<file path="src/rtl/modbus_pkg.sv">
// Shared Modbus RTU definitions: framer state encoding, CRC-16 constants and helper,
// output word bit positions and standard exception codes.
package modbus_pkg;

    typedef enum logic [2:0] {
        StIdle,
        StAddr,
        StFunc,
        StExc,
        StPayload,
        StCrcLo,
        StCrcHi
    } tx_state_e;

    localparam logic [15:0] CRC_INIT = 16'hFFFF;
    localparam logic [15:0] CRC_POLY = 16'hA001;
    localparam logic [7:0]  EXC_FLAG = 8'h80;

    localparam int unsigned SOF_BIT = 9;
    localparam int unsigned EOF_BIT = 10;

    localparam logic [7:0] EXC_ILLEGAL_FUNCTION    = 8'h01;
    localparam logic [7:0] EXC_ILLEGAL_DATA_ADDR   = 8'h02;
    localparam logic [7:0] EXC_ILLEGAL_DATA_VALUE  = 8'h03;
    localparam logic [7:0] EXC_SLAVE_DEVICE_FAILURE = 8'h04;

    // One byte of the reflected CRC-16, LSB first.
    function automatic logic [15:0] crc16_byte(input logic [15:0] crc, input logic [7:0] data);
        logic [15:0] c;
        c = crc ^ {8'h00, data};
        for (int i = 0; i < 8; i++) begin
            c = c[0] ? ((c >> 1) ^ CRC_POLY) : (c >> 1);
        end
        return c;
    endfunction

endpackage

</file>
<file path="src/rtl/modbus_crc16.sv">
// Byte-wide single-cycle Modbus CRC-16 accumulator with clear and enable;
// shared by the transmit framer and the receiver.
module modbus_crc16
    import modbus_pkg::*;
(
    input  logic        i_clk,
    input  logic        i_rst,
    input  logic        i_clear,
    input  logic        i_en,
    input  logic [7:0]  i_data,
    output logic [15:0] o_crc
);

    logic [15:0] r_crc;

    always_ff @(posedge i_clk) begin
        if (i_rst) begin
            r_crc <= CRC_INIT;
        end else if (i_clear) begin
            r_crc <= CRC_INIT;
        end else if (i_en) begin
            r_crc <= crc16_byte(r_crc, i_data);
        end
    end

    assign o_crc = r_crc;

endmodule

</file>
<file path="src/rtl/modbus_response_tx.sv">
// Modbus RTU response framer: addr, function, payload or exception code, CRC lo/hi into the
// UART FIFO. Define MODBUS_TX_LENGTH_LIMIT_EN to truncate payloads beyond MAX_PAYLOAD.
module modbus_response_tx
    import modbus_pkg::*;
#(
    parameter int unsigned MAX_PAYLOAD = 252
) (
    input  logic        i_clk,
    input  logic        i_rst,
    input  logic        i_start,
    input  logic [7:0]  i_stationAddr,
    input  logic [7:0]  i_function,
    input  logic        i_exception,
    input  logic [7:0]  i_excCode,
    input  logic [7:0]  i_plData,
    input  logic        i_plValid,
    input  logic        i_plLast,
    output logic        o_plReady,
    input  logic        i_full,
    output logic        o_writeReq,
    output logic [10:0] o_dataOut,
    output logic        o_busy,
    output logic        o_done,
    output logic        o_overrun
);

    if (MAX_PAYLOAD < 1 || MAX_PAYLOAD > 255) begin : g_bad_max_payload
        $error("MAX_PAYLOAD must be in 1..255");
    end

    tx_state_e   r_state, w_state_next;
    logic [7:0]  r_addr, r_func, r_exc_code;
    logic        r_exc;
    logic        r_done;
    logic        w_start_ok;
    logic        w_pl_accept;
    logic        w_pl_keep;
    logic        w_write;
    logic        w_crc_en;
    logic        w_pl_ready;
    logic        w_sof, w_eof;
    logic [7:0]  w_byte;
    logic [10:0] w_data;
    logic [15:0] w_crc;

    assign w_start_ok  = (r_state == StIdle) & i_start;
    assign w_pl_accept = (r_state == StPayload) & i_plValid & ~i_full;

`ifdef MODBUS_TX_LENGTH_LIMIT_EN
    localparam logic [8:0] MAX_CNT = 9'(MAX_PAYLOAD);

    logic [7:0] r_count;
    logic       r_overrun;

    assign w_pl_keep = ({1'b0, r_count} < MAX_CNT);

    // Excess bytes are still consumed so the source drains to plLast.
    always_ff @(posedge i_clk) begin
        if (i_rst || w_start_ok) begin
            r_count   <= 8'h00;
            r_overrun <= 1'b0;
        end else if (w_pl_accept) begin
            if (w_pl_keep) begin
                r_count <= r_count + 8'h01;
            end else begin
                r_overrun <= 1'b1;
            end
        end
    end

    assign o_overrun = r_overrun;
`else
    assign w_pl_keep = 1'b1;
    assign o_overrun = 1'b0;
`endif

    always_ff @(posedge i_clk) begin
        if (i_rst) begin
            r_state <= StIdle;
        end else begin
            r_state <= w_state_next;
        end
    end

    always_ff @(posedge i_clk) begin
        if (i_rst) begin
            r_addr     <= 8'h00;
            r_func     <= 8'h00;
            r_exc      <= 1'b0;
            r_exc_code <= 8'h00;
        end else if (w_start_ok) begin
            r_addr     <= i_stationAddr;
            r_func     <= i_function;
            r_exc      <= i_exception;
            r_exc_code <= i_excCode;
        end
    end

    always_ff @(posedge i_clk) begin
        if (i_rst) begin
            r_done <= 1'b0;
        end else begin
            r_done <= (r_state == StCrcHi) & w_write;
        end
    end

    always_comb begin
        w_state_next = r_state;
        w_write      = 1'b0;
        w_byte       = 8'h00;
        w_sof        = 1'b0;
        w_eof        = 1'b0;
        w_pl_ready   = 1'b0;
        w_crc_en     = 1'b0;
        unique case (r_state)
            StIdle: begin
                if (i_start) w_state_next = StAddr;
            end
            StAddr: begin
                w_write  = ~i_full;
                w_crc_en = w_write;
                w_byte   = r_addr;
                w_sof    = 1'b1;
                if (w_write) w_state_next = StFunc;
            end
            StFunc: begin
                w_write  = ~i_full;
                w_crc_en = w_write;
                w_byte   = r_exc ? (r_func | EXC_FLAG) : r_func;
                if (w_write) w_state_next = r_exc ? StExc : StPayload;
            end
            StExc: begin
                w_write  = ~i_full;
                w_crc_en = w_write;
                w_byte   = r_exc_code;
                if (w_write) w_state_next = StCrcLo;
            end
            StPayload: begin
                w_pl_ready = ~i_full;
                w_write    = w_pl_accept & w_pl_keep;
                w_crc_en   = w_write;
                w_byte     = i_plData;
                if (w_pl_accept && i_plLast) w_state_next = StCrcLo;
            end
            StCrcLo: begin
                w_write = ~i_full;
                w_byte  = w_crc[7:0];
                if (w_write) w_state_next = StCrcHi;
            end
            StCrcHi: begin
                w_write = ~i_full;
                w_byte  = w_crc[15:8];
                w_eof   = 1'b1;
                if (w_write) w_state_next = StIdle;
            end
            default: w_state_next = StIdle;
        endcase
    end

    always_comb begin
        w_data          = 11'h000;
        w_data[7:0]     = w_byte;
        w_data[SOF_BIT] = w_sof;
        w_data[EOF_BIT] = w_eof;
    end

    modbus_crc16 u_crc (
        .i_clk  (i_clk),
        .i_rst  (i_rst),
        .i_clear(w_start_ok),
        .i_en   (w_crc_en),
        .i_data (w_byte),
        .o_crc  (w_crc)
    );

    assign o_writeReq = w_write;
    assign o_dataOut  = w_data;
    assign o_plReady  = w_pl_ready;
    assign o_busy     = (r_state != StIdle);
    assign o_done     = r_done;

endmodule

</file>
<file path="config.mk">
export PLATFORM = sky130hd
export DESIGN_NAME = modbus_response_tx
export DESIGN_NICKNAME = d
export VERILOG_FILES = /design/src/rtl/modbus_pkg.sv /design/src/rtl/modbus_crc16.sv /design/src/rtl/modbus_response_tx.sv
export SDC_FILE = /design/constraint.sdc
export NUM_CORES = 1
export LEC_CHECK = 0
export ABC_AREA = 1
export BUFFER_PORTS_ARGS = -buffer_cell sky130_fd_sc_hd__clkbuf_2
export CAP_MARGIN = 10
export CORE_MARGIN = 2
export CORE_UTILIZATION = 50
export DETAILED_ROUTE_END_ITERATION = 8
export HOLD_SLACK_MARGIN = 0.06
export PLACE_DENSITY = 0.74
export SLEW_MARGIN = 10
export SYNTH_ARGS = -nofsm -noshare
export SYNTH_HDL_FRONTEND = slang
export SYNTH_SLANG_ARGS = --single-unit
export TNS_END_PERCENT = 1
</file>
<file path="constraint.sdc">
create_clock -name i_clk -period 2.4 [get_ports i_clk]
set_input_delay 0.36 -clock i_clk [delete_from_list [all_inputs] [get_ports i_clk]]
set_output_delay 0.36 -clock i_clk [all_outputs]
set_load 0.005 [all_outputs]
</file>
==> results.toml <==
[worst_setup_path]
reg2regPathDepth = 17
startpoint_type = "register"
crit_fanout = 9
path_class = "register to output port"
critPathArrivalTime_ns = 1.86
end_kind = "output port"
cp.required_ns = 2.04
r2r_start = "r_state[0]"
r2r-end = "u_crc.o_crc[0]"
r2r_slack_ns = 0.26

[yosys]
synth_area_leaders = "dfxtp_1, nand2_1, nand3_1, a21oi_1, nand2_2"
synth-seq-cells = 45
syn_avg_cell_area_um2 = 6.63
synth_largest_area_cell = "dfxtp_1"
yosysSeqAreaShare_pct = 32.5
synth_top_area_share_pct = 32.5
netlist_instances = 418
netlist_area_um2 = 2770
synth.distinct_cells = 27
yosys_warnings = 0

[layout]
drive_gt1_share_pct = 29.1
fin_util_pct = 59.4
register_area_um2 = 903
multi_input_area_um2 = 1620
fill_cells = 547
area_growth_pct = 16.5
instances_no_fill = 543
nets = 509
diodes = 0

[global_routing]
grt_usage_pct = 26.1
grt_max_degree = 28
grt_pass1_wl_um = 12900
antenna_found_initial = 0
grt_remaining_overflow = 0
grt_pass1_vias = 2774

[timing]
grt_setup_unrepaired = "false"
finalCritPeriodShare_pct = 92.3
fin_hold_ws_ns = 0.295
fmax_mhz = 451
fin_ws_ns = 0.184
setup_viol = 0
finalSetupTns_ns = 0
skew_ns = 0.00677
final_hold_viol_count = 0
finalMaxSlewViolations = 0
fin_crit_ns = 2.22

[floorplan]
fp.coreArea_um2 = 5440
rows = 27
io_pins = 55
fp.dieH_um = 78.5
die_x_um = 78.5
start_util_pct = 51.0
dieArea_um2 = 6160

[clock_network]
cts.sinks = 45
clkTransAtPathRegs_ns = 0.09
cts_buffer_depth = 2
clkLatencyLatePin_ns = 0.30
cts_tree = "done"
cts-buffers-inserted = 5
h-tree-depth = 2
ctsRootBufferMaster = "clkbuf_8"
cts_hold_buf = 0

[power_and_ir_drop]
power.leakage_nw = 1.61
power_density_nw_per_um2 = 1350
worst_ir_drop_vdd_mv = 0.572

[run_status]
outcome = "finished, final reports clean"

[drt]
wire_per_inst_um = 14.1
routed_wl_um = 7650
via_per_inst = 5.45
drcViolationCount = 0
firstDrtPassIters = 4
vias = 2960
first_iter_violations = 203
ant_nets = 0

[placement]
post-place-ws_ns = 0.120
post-place-cells = 533
gp_congestion = 0.902
io_buffers = 52
dp_hpwl_um = 5960

[min_path]
min_to = "r_func[2]"
hold_path.class = "input pin to register"
min_from = "i_function[2]"
min_path_cells = 3

[run]
maxCapViolCount = 0
==> power breakdown <==
part           leakage, nW  internal [mW]  switching, mW
logic                 1.18          0.899           1.68
registers            0.369          0.949          0.210
clock network       0.0603          0.319          0.293
total                 1.61           2.17           2.18
==> cell usage after synthesis (all sizes together) <==
cell type	count
conb	1
nand3	65
a22o	1
a211oi	2
nand4	12
buf	13
clkbuf	10
a21oi	37
o21ai	18
clkinv	1
xor2	2
dfxtp	45
nand2	151
o211ai	7
inv	32
nor2	19
a31oi	2
==> stage by stage <==
stage | power, mW | cell area, um2
global placement | 3.58 | 3090
global route | 4.71 | 3230
CTS | 4.28 | 3210
floorplan | 3.03 | 2780
detailed placement | 3.65 | 3090
finish | 4.35 | 3230
==> metal layers <==
metal	up-vias	wire length (um)	GRT usage, %
met5	-	0	0
met4	0	153	7.19
met3	14	368	4.71
met2	90	3540	42.6
met1	1364	3590	35.3
li1	1492	-	-
==> cell type report <==
| type | count | share of cell area (%) |
|---|---|---|
| clock buffer | 5 | 2.13 |
| clock inverter | 3 | 1.55 |
| inverter | 33 | 3.83 |
| multi-input combinational | 318 | 50.2 |
| sequential | 45 | 28.0 |
| tap | 72 | 2.79 |
| timing repair buffer | 67 | 11.5 |
==> registers in the layout (all words and copies together), names as in the netlist <==
name,cells
r_exc_code,8
r_addr,8
r_func,8
r_exc,1
u_crc.o_crc,16
r_state,3
o_done,1
==> layout by cell type, fill, tap and decap left out, types with 7 or more instances in the layout <==
cell,instances
nand2_4,7
nor2_2,8
clkbuf_2,52
inv_1,21
nand2_1,120
nand4_1,12
o211ai_1,7
nand2_2,24
a21oi_1,36
nand3_1,61
o21ai_0,18
dfxtp_1,43
buf_4,15
inv_2,11
==> cell families after synthesis <==
| logic type | synth area share [%] |
|---|---|
| and+or+nand+nor | 44.2 |
| AOI/OAI and AO/OA | 13.1 |
| buffers and inverters | 9.39 |
| DFF | 32.5 |
| xor gates and xnor gates | 0.632 |
| other | 0.135 |
==> critical path, stage by stage (launching register included) <==
cell and delay, ns:
dfxtp_2 0.40, nor2_4 0.15, inv_2 0.08, nor2_2 0.17, inv_1 0.08, nor2_1 0.16, nand2_1 0.11, a21oi_2 0.24
clkbuf_2 0.16
==> how the worst max path moves through the flow <==
stage / startpoint / to / slack [ns] / depth (start not counted)
after detailed placement: r_state[0] / u_crc.o_crc[15] / 0.12 / 16
after floorplan: r_state[1] / u_crc.o_crc[0] / 0.55 / 12
after global placement: r_state[1] / o_writeReq / 0.16 / 8
after CTS: r_state[0] / o_writeReq / 0.01 / 8
after global routing: r_state[0] / u_crc.o_crc[15] / 0.02 / 17
final: r_state[0] / o_writeReq / 0.18 / 8
==> repair_timing <==
action                                  in CTS  in global routing
gates resized for setup                      2                  2
cloned                                       0                  0
pin swaps                                    0                  1
setup buffers                                0                  2
endpoints found under the setup margin       1                  6
No activity file was read; power rests on OpenSTA's default activity.
